--- src/rtl/ultrasonic_distance_proc.sv ---
// Echo pulse width to centimetre converter: restoring divider, saturation, hysteretic near flag.
// Optional 4-sample moving average enabled by defining DIST_AVG_EN.
module ultrasonic_distance_proc #(
    parameter int CYCLES_PER_CM = 2900,
    parameter int NEAR_CM       = 10,
    parameter int FAR_CM        = 15
) (
    input  logic        clk,
    input  logic        rst,
    input  logic [15:0] echo_counter_i,
    input  logic        echo_valid_i,
    output logic        busy_o,
    output logic        overrun_o,
    output logic [7:0]  distance_cm_o,
    output logic        distance_valid_o,
    output logic        out_of_range_o,
    output logic        near_o
);

    localparam logic [16:0] DIVISOR = 17'(CYCLES_PER_CM);
    localparam logic [7:0]  NEAR_T  = 8'(NEAR_CM);
    localparam logic [7:0]  FAR_T   = 8'(FAR_CM);

    typedef enum logic [1:0] {S_IDLE, S_DIVIDE, S_FILTER, S_OUTPUT} state_t;

    state_t      state_q, state_d;
    logic [15:0] quot_q, quot_d;
    logic [15:0] rem_q, rem_d;
    logic [4:0]  iter_q, iter_d;
    logic        sat_in_q, sat_in_d;
    logic [7:0]  d_q, d_d;
    logic [7:0]  dist_q, dist_d;
    logic        valid_q, valid_d;
    logic        overrun_q, overrun_d;
    logic        oor_q, oor_d;
    logic        near_q, near_d;

    logic [16:0] rem_shift;
    logic [16:0] rem_diff;
    logic [7:0]  sat_value;
    logic [7:0]  out_value;

`ifdef DIST_AVG_EN
    logic [7:0] hist_q [4];
    logic [7:0] hist_d [4];
    logic       primed_q, primed_d;
    logic [9:0] hist_sum;

    // History is written in FILTER so OUTPUT sees the window including the new sample
    always_comb begin
        hist_d   = hist_q;
        primed_d = primed_q;
        if (state_q == S_FILTER) begin
            if (!primed_q) begin
                for (int i = 0; i < 4; i++) hist_d[i] = sat_value;
                primed_d = 1'b1;
            end else begin
                hist_d[3] = hist_q[2];
                hist_d[2] = hist_q[1];
                hist_d[1] = hist_q[0];
                hist_d[0] = sat_value;
            end
        end
        hist_sum  = 10'(hist_q[0]) + 10'(hist_q[1]) + 10'(hist_q[2]) + 10'(hist_q[3]);
        out_value = 8'(hist_sum >> 2);
    end

    always_ff @(posedge clk or negedge rst) begin
        if (!rst) begin
            for (int i = 0; i < 4; i++) hist_q[i] <= '0;
            primed_q <= 1'b0;
        end else begin
            hist_q   <= hist_d;
            primed_q <= primed_d;
        end
    end
`else
    assign out_value = d_q;
`endif

    always_comb begin
        state_d   = state_q;
        quot_d    = quot_q;
        rem_d     = rem_q;
        iter_d    = iter_q;
        sat_in_d  = sat_in_q;
        d_d       = d_q;
        dist_d    = dist_q;
        valid_d   = 1'b0;
        oor_d     = oor_q;
        near_d    = near_q;
        overrun_d = echo_valid_i && (state_q != S_IDLE);

        // quot_q starts as the dividend and fills with quotient bits from the right
        rem_shift = {rem_q, quot_q[15]};
        rem_diff  = rem_shift - DIVISOR;
        sat_value = (sat_in_q || quot_q > 16'd255) ? 8'hFF : quot_q[7:0];

        case (state_q)
            S_IDLE: begin
                if (echo_valid_i) begin
                    quot_d   = echo_counter_i;
                    rem_d    = '0;
                    iter_d   = 5'd16;
                    sat_in_d = (echo_counter_i == 16'hFFFF);
                    state_d  = S_DIVIDE;
                end
            end
            S_DIVIDE: begin
                if (rem_shift >= DIVISOR) begin
                    rem_d  = rem_diff[15:0];
                    quot_d = {quot_q[14:0], 1'b1};
                end else begin
                    rem_d  = rem_shift[15:0];
                    quot_d = {quot_q[14:0], 1'b0};
                end
                iter_d = iter_q - 5'd1;
                if (iter_q == 5'd1) state_d = S_FILTER;
            end
            S_FILTER: begin
                d_d     = sat_value;
                state_d = S_OUTPUT;
            end
            S_OUTPUT: begin
                dist_d  = out_value;
                oor_d   = sat_in_q;
                valid_d = 1'b1;
                if (sat_in_q)                near_d = 1'b0;
                else if (out_value <= NEAR_T) near_d = 1'b1;
                else if (out_value >= FAR_T)  near_d = 1'b0;
                state_d = S_IDLE;
            end
            default: state_d = S_IDLE;
        endcase
    end

    always_ff @(posedge clk or negedge rst) begin
        if (!rst) begin
            state_q   <= S_IDLE;
            quot_q    <= '0;
            rem_q     <= '0;
            iter_q    <= '0;
            sat_in_q  <= 1'b0;
            d_q       <= '0;
            dist_q    <= '0;
            valid_q   <= 1'b0;
            overrun_q <= 1'b0;
            oor_q     <= 1'b0;
            near_q    <= 1'b0;
        end else begin
            state_q   <= state_d;
            quot_q    <= quot_d;
            rem_q     <= rem_d;
            iter_q    <= iter_d;
            sat_in_q  <= sat_in_d;
            d_q       <= d_d;
            dist_q    <= dist_d;
            valid_q   <= valid_d;
            overrun_q <= overrun_d;
            oor_q     <= oor_d;
            near_q    <= near_d;
        end
    end

    assign busy_o           = (state_q != S_IDLE);
    assign overrun_o        = overrun_q;
    assign distance_cm_o    = dist_q;
    assign distance_valid_o = valid_q;
    assign out_of_range_o   = oor_q;
    assign near_o           = near_q;

endmodule

--- config.mk ---
export PLATFORM = sky130hd
export DESIGN_NAME = ultrasonic_distance_proc
export DESIGN_NICKNAME = d
export VERILOG_FILES = /design/src/rtl/ultrasonic_distance_proc.sv
export SDC_FILE = /design/constraint.sdc
export NUM_CORES = 1
export LEC_CHECK = 0
export ABC_AREA = 1
export BUFFER_PORTS_ARGS = -buffer_cell sky130_fd_sc_hd__buf_2
export CAP_MARGIN = 10
export CORE_MARGIN = 4
export CORE_UTILIZATION = 54
export CTS_BUF_LIST = sky130_fd_sc_hd__clkbuf_16
export CTS_CLUSTER_DIAMETER = 150
export CTS_CLUSTER_SIZE = 8
export DETAILED_ROUTE_END_ITERATION = 16
export GPL_ROUTABILITY_DRIVEN = 0
export HOLD_SLACK_MARGIN = 0.06
export PLACE_DENSITY = 0.83
export SLEW_MARGIN = 20
export SYNTH_ARGS = -nofsm -noshare
export SYNTH_HDL_FRONTEND = slang
export SYNTH_SLANG_ARGS = --single-unit
--- constraint.sdc ---
create_clock -name clk -period 4.4 [get_ports clk]
set_input_delay 0.88 -clock clk [delete_from_list [all_inputs] [get_ports clk]]
set_output_delay 0.88 -clock clk [all_outputs]
set_load 0.02 [all_outputs]
# --- Word-level counts from Yosys, hierarchy flattened ---
# Cells that the tools add are included.
op_classes:
  add_sub_neg: 2
  n_lt_le_gt_ge: 4
  eq_ne: 7
  mux: 16
  reduce_logical: 10
ops:
  columns: ["op", "n"]
  rows:
  - ["one-hot mux 16 bit (2 select lines)", 2]
  - ["two-way mux 16 bit", 3]
  - [">= comparator 17 x 12 -> 1 bit (second input constant)", 1]
  - ["equality test 16 bit (second input constant)", 1]
  - ["greater-than comparator 16 x 8 -> 1 bit (second input constant)", 1]
  - ["subtractor 16 x 12 -> 16 bit (second input constant)", 1]
  - ["one-hot mux 5 bit (2 select lines)", 1]
  - [">= comparator 8 x 4 -> 1 bit (second input constant)", 1]
  - ["<= comparator 8 x 4 -> 1 bit (second input constant)", 1]
  - ["two-way mux 8 bit", 1]
  - ["one-hot mux 2 bit (4 select lines)", 1]
  - ["AND reduction 2 bit", 4]
  - ["equality test 5 x 1 -> 1 bit (second input constant)", 1]
  - ["two-way mux 1 bit", 5]
  - ["two-way mux 5 bit", 1]
  - ["subtractor 5 x 1 -> 5 bit (second input constant)", 1]
  - ["equality test 2 bit (second input constant)", 2]
  - ["two-way mux 2 bit", 2]
  - ["!= test 2 bit (second input constant)", 2]
  - ["nonzero test 2 bit", 2]
  - ["nonzero test 3 bit", 1]
  - ["equality test 2 x 1 -> 1 bit (second input constant)", 1]
  - ["zero test 2 bit", 1]
  - ["logical AND 1 bit", 1]
  - ["logical OR 1 bit", 1]
word_totals:
  reg_bits: 60
  input_bits: 19
  output_inout_bits: 13
  word_cells: 50

# --- Longest topological paths before layout ---
# Gate-level depths: netlist of run 1.
logic_depth:
  depth_word: 4
  depth_mapped: 13
  ltp_nobuf: 13

# --- Least setup slack after synthesis of run 1 ---
# Ideal clock, no wire load.
synth_path:
  path_kind: "input to register"
  from: "input port echo_valid_i"
  to: "register quot_q[6]"
  setup_time_ns: 0.129
  t_arrival_ns: 1.611
  required_time_ns: 4.271
  slack_ns: 2.660
  path_stages: 7
  n_path_buf: 1
  cell_sequence: "inv_1 -> nand2_1 -> o21ai_1 -> clkinv_1 -> buf_2 -> o211ai_1 -> o21ai_1"
synth_via:
  elab_chain_len: 2
synth_lines:
  columns: ["element", "line_no", "text"]
  rows:
  - ["from (decl)", "11", "input logic echo_valid_i,"]
  - ["!= test 2 bit (no line)", null, null]
  - ["AND reduction 2 bit (no line)", null, null]
  - ["to (signal assigned)", "152", "quot_q <= quot_d;"]
  - ["to (decl)", "27", "logic [15:0] quot_q, quot_d;"]
# Every way passes these cells.
# A chain may end at the register's enable or synchronous reset.

# --- Worst setup path in the final report of run 1 ---
layout_path:
  from: "register state_q[1]"
  to: "register quot_q[2]"
layout_via:
  elab_chain_len: 3
  elab_cells_between_ends: 6
  cone_classes: "eq/ne (2); mux (1); reduce/logical (3)"
layout_lines:
  columns: ["element", "line_no", "text"]
  rows:
  - ["from (decl)", "26", "state_t state_q, state_d;"]
  - ["from (signal assigned)", "151", "state_q <= state_d;"]
  - ["equality test 2 x 1 -> 1 bit / zero test 2 bit (equally long branches)", "99", "case (state_q)"]
  - ["nonzero test 2 bit (no line) / != test 2 bit (equally long branches)", null, null]
  - ["AND reduction 2 bit (no line)", null, null]
# Parallel ways exist; a longest one is shown, timed or not.

==> metrics.txt, run 1 <==
status completed; synth-to-layout area growth 13.81%; clk sinks 60; antenna cell count 0; final worst path period share 56.43%; met3 Use GR 3.842%; PD cells 775.9 mW/mm^2; Leak 1.865 nW; max_cap viols 0; Clock transition at path regs 0.05 ns; Hold Slack 0.4595 ns; largest net degree at the start of global routing 61; Mapped Cells 422; H-tree Lvls 3; Sequential Area 0.001501 sq mm; flop2flop setup slack 1.92 ns; clock root buffer master clkbuf_16; Die Y 85.50 um; worst setup margin 1.917 ns; Post-Syn Nets 449; Final Hold Fails 0; sequential fraction of the synthesis area 46.30%; asr flop ratio synth 100.0%; pre-CTS setup slack 1.835 ns; top_reg_cell synth dfrtp_1; met2 Use GR 33.69%; min cycle time layout 2.483 ns; Slew Limit Fails 0; DP HPWL 4966 um; post-layout instance area 0.003691 sq mm; I/O pin count 32; Rel. slew slack 47.03%; WP data required 4.59 ns; Clock Latency Late Sink 0.32 ns; most frequent cells in the layout nand2_1 (121), dfrtp_1 (60), inv_1 (56); # fillers 465; Post-synth EDFFs 0; crit path DAT 2.67 ns; Num CTS Buffers 9; initial antenna violation count 0; Yosys reg bits 60; setup violators final 0; Worst IR Drop VDD 0.5656 mV; GRT overflow 0; area taken by multi-input logic gates 0.001430 sq mm; PortBufs 31; Die ar. 0.007309 sq mm; Post-DP Area 0.003420 sq mm; Max clock buf depth 2; crit path max fanout 26; Core Area 0.005675 sq mm; first-pass GRT wire length 12520 um; initial core utilization 57.14%; Crit. End Element flop; WL final 7123 um; NumNets Final 478; WS Path Type reg -> reg; CTS tree done; Die Wd 85.50 um; first drt pass iteration count 5; gr busiest metal met2; Post-Route Skew 0.004738 ns; Distinct cells, synth 34; Avg Inst Size Synth 7.685 sq um; Post-CTS Setup Inserts 0; Worst Tran Pin Value 0.7885 ns; GR Util All Layers 21.04%; DRT iter0 DRCs 286; Layout Utilization 65.04%; Vias 2906; synth warn 0; Post-Syn Area 0.003243 sq mm; vias per cell 5.504; number of hold buffers added after cts 0; placement row count 27; DRC violations left 0; Post-CTS Resized 0; Wirelength per Cell 13.49 um; setup TNS 0 ns; vias in the first global route 2799; most common cell after layout, fill and taps aside nand2_1; RSZ-0062 raised after global routing no; share of cells above drive strength 1 13.82%; grt met1 use 28.52%; Hold Path Class reg -> reg; fmax 402.8 MHz; CP startpoint kind flop; DRT antenna net count 0
-- cells in the mapped netlist, types with 5 or more instances --
cell type	count	share of area, %
nand2_1	121	14
dfrtp_1	60	46
inv_1	54	6.2
nand3_1	53	8.2
o21ai_0	22	3.4
nor2_1	21	2.4
a21oi_1	8	1.2
ha_1	8	3.1
o211ai_1	8	1.9
buf_2	7	1.1
nand4_1	7	1.4
clkbuf_1	6	0.69
nand2_2	5	0.96
o221ai_1	5	1.4
-- kinds of logic after synthesis --
family	Yosys count	share of synthesized area (%)
adders and majority gates	8	3.087
and+or+nand+nor	220	29.82
xor gates and xnor gates	3	0.8103
buffers and inverters	75	9.606
DFF	60	46.30
AOI/OAI and AO/OA	56	10.38
-- layout make-up --
cell class                 count  share of cell area [%]
clock inverter                 7                   1.254
inverter                      60                   6.169
clock buffer                   9                   6.102
tap                           72                   2.441
multi-input combinational    287                   38.75
timing repair buffer          33                   4.610
sequential                    60                   40.68
-- routing by layer --
metal  routed length (um)  share of wire, %
met4                  133               1.9
met2                 3303                46
met1                 3195                45
met3                  491               6.9
met5                    0                 0
-- per-stage QoR --
stage	total power, mW	cells
6_report	2.864	528
5_1_grt	3.119	528
2_1_floorplan	1.946	422
3_3_place_gp	2.170	512
4_1_cts	2.868	528
3_5_place_dp	2.231	512
-- worst max-delay path, cell delays in order (launching register included) --
cell	delay (ns)
dfrtp_1	0.37
inv_1	0.09
ha_1	0.42
o21ai_1	0.23
buf_4	0.26
clkinv_1	0.58
o211ai_1	0.27
o21ai_0	0.12
-- worst paths after layout --
check | endpoint | start | cells past startpoint
worst max register to register | quot_q[2]$_DFFE_PN0P_ | state_q[1]$_DFFE_PN0P_ | 7
max in group asynchronous | rem_q[9]$_DFFE_PN0P_ | rst | 2
min in group asynchronous | state_q[0]$_DFFE_PN0P_ | rst | 2
worst max-delay path | quot_q[2]$_DFFE_PN0P_ | state_q[1]$_DFFE_PN0P_ | 7
worst min register to register | iter_q[3]$_DFFE_PN0P_ | iter_q[3]$_DFFE_PN0P_ | 1
worst min-delay path | iter_q[3]$_DFFE_PN0P_ | iter_q[3]$_DFFE_PN0P_ | 1
-- report_power, final --
| group | switching [mW] | internal, mW |
|---|---|---|
| sequential | 0.163 | 0.783 |
| combinational | 0.866 | 0.424 |
| clock | 0.249 | 0.378 |
| total | 1.28 | 1.59 |
-- flip-flops by register name, indices dropped and copies added, names as in the netlist --
name and flops:
d_q 8, out_of_range_o 1, near_o 1, sat_in_q 1, overrun_o 1, state_q 2, quot_q 16, distance_cm_o 8
iter_q 5, distance_valid_o 1, rem_q 16
(Power assumes the default switching activity.)
==> run 2: changes to the inputs <==
Settings changed: CORE_UTILIZATION 54 to 53, PLACE_DENSITY 0.83 to 0.85.
Clock period 4.4 ns to 2.1 ns, I/O delays scaled along.
==> metrics.txt, run 2 (synthesis results as in run 1) <==
number of hold buffers added after cts 0 (unchanged); Post-Route Skew 0.006614 ns (+0.001876 ns); PD cells 1681 mW/mm^2 (+120%); WS Path Type reg -> reg; DRT antenna net count 0 (unchanged); pre-CTS setup slack 0.3714 ns (-1.464 ns); GR Util All Layers 22.31% (+1.3 points); fmax 570.2 MHz (+42%); most common cell after layout, fill and taps aside nand2_1; Top delay family on crit path flip-flops; WP data required 2.31 ns (-2.28 ns); initial core utilization 54.78% (-2.4 points); crit path max fanout 19 (-27%); I/O pin count 32 (unchanged); Worst IR Drop VDD 0.9301 mV (+64%); Core Area 0.005921 sq mm (+4.3%); synth-to-layout area growth 16.90%; area taken by multi-input logic gates 0.001430 sq mm (unchanged); worst setup margin 0.3462 ns (-1.571 ns); Max clock buf depth 2 (unchanged); NumNets Final 483 (+1.0%); antenna cell count 0 (unchanged); Num CTS Buffers 9 (unchanged); Die Wd 86.23 um (+0.85%); vias in the first global route 2778 (-0.75%); Crit. End Element flop; setup TNS 0 ns (unchanged); PortBufs 31 (unchanged); worst-path cell chain inv_1 > ha_1 > nand2_1 > o21ai_1 > buf_4 > nor2_1 > o21ai_0 > a21oi_1; Slew Limit Fails 0 (unchanged); clock root buffer master clkbuf_16; CTS tree done; # fillers 466 (+0.22%); Worst Path Buf+Inv 2 (-1); vias per cell 5.362 (-2.6%); GRT overflow 0 (unchanged); most frequent cells in the layout nand2_1 (121), dfrtp_1 (60), inv_1 (55); DRT iter0 DRCs 302 (+5.6%); share of cells above drive strength 1 14.75% (+0.93 points); CP max stage cell dfrtp_1; DP HPWL 5058 um (+1.8%); Top Registers quot_q x16, rem_q x16; Wirelength per Cell 13.87 um (+2.8%); max_cap viols 0 (unchanged); Hold Path Class in -> async; Vias 2874 (-1.1%); Rel. slew slack 66.79% (+20 points); Clock Latency Late Sink 0.33 ns (about the same); first-pass GRT wire length 13050 um (+4.2%); largest net degree at the start of global routing 41 (-33%); Post-CTS Resized 0 (unchanged); Worst Tran Pin Value 0.4982 ns (-0.2903 ns); status completed; placement row count 28 (+3.7%); DRC violations left 0 (unchanged); Hold Slack 0.05712 ns (-0.4024 ns); Clock transition at path regs 0.06 ns (about the same); CP startpoint kind flop; Final Hold Fails 0 (unchanged); Die Y 86.23 um (+0.85%); RSZ-0062 raised after global routing no; setup violators final 0 (unchanged); first drt pass iteration count 5 (unchanged); WL final 7436 um (+4.4%); H-tree Lvls 3 (unchanged); Leak 1.911 nW (+2.5%); crit path DAT 1.96 ns (-0.71 ns); Sequential Area 0.001501 sq mm (unchanged); Post-CTS Setup Inserts 0 (unchanged); clk sinks 60 (unchanged); final worst path period share 83.51% (+27 points); Die ar. 0.007435 sq mm (+1.7%); initial antenna violation count 0 (unchanged); min cycle time layout 1.754 ns (-0.7289 ns); CP max stage delay 0.40 ns (-0.18 ns)
-- run 2: changes by cell type in the layout (fill, tap and decap cells not counted) --
cell / change
clkinv_1: +1
clkinv_4: -1
bufinv_16: +2
buf_12: +1
clkinv_2: -1
inv_1: -1
buf_4: +4
-- run 2: worst register-to-register path, delay by kind of cell, from the launching register on --
family          cells  cell delay (ns)
compound gates      3             0.34
fa+ha+maj           1             0.28
buf+inv             2             0.39
flops               1             0.40
simple gates        2             0.24
-- run 2: metal layers --
metal / global-route usage [%] / up-vias / wire length, um
li1: - / 1434 / -
met4: 6.657 / 0 / 128
met5: 0 / - / 0
met2: 35.95 / 103 / 3536
met3: 6.464 / 13 / 493
met1: 29.42 / 1324 / 3278
-- run 2: path summary, 6_finish.rpt --
path	from	end	slack, ns	cells past startpoint
max	state_q[0]$_DFFE_PN0P_	iter_q[2]$_DFFE_PN0P_	0.35	8
min	rst	rem_q[0]$_DFFE_PN0P_	0.06	1
max reg2reg	state_q[0]$_DFFE_PN0P_	iter_q[2]$_DFFE_PN0P_	0.35	8
min reg2reg	distance_cm_o[7]$_DFFE_PN0P_	distance_cm_o[7]$_DFFE_PN0P_	0.47	2
max in group asynchronous	rst	quot_q[4]$_DFFE_PN0P_	1.47	2
min in group clk	echo_counter_i[11]	quot_q[11]$_DFFE_PN0P_	0.35	3
-- run 2: per-stage QoR --
| step | power, mW | cells | utilization [%] | area (sq um) |
|---|---|---|---|---|
| after floorplan | 4.076 | 422 | - | 3243 |
| after global placement | 4.620 | 520 | 58.66 | 3473 |
| after detailed placement | 4.756 | 520 | 58.66 | 3473 |
| after CTS | 6.379 | 536 | 64.03 | 3791 |
| after global routing | 6.900 | 536 | 64.03 | 3791 |
| final | 6.373 | 536 | 64.03 | 3791 |
-- run 2: layout make-up --
cell class	instances	area share [%]
Clock buffer	9	5.941
Tap cell	75	2.475
Multi-Input combinational cell	287	37.72
Timing Repair Buffer	38	5.809
Clock inverter	7	2.442
Inverter	60	6.007
Sequential cell	60	39.60
-- run 2: power breakdown --
group	total (mW)	leakage, nW	internal (mW)	switching, mW
sequential	1.98	0.715	1.64	0.336
clock	1.57	0.154	1.03	0.535
combinational	2.83	1.04	0.958	1.87
total	6.37	1.91	3.63	2.74
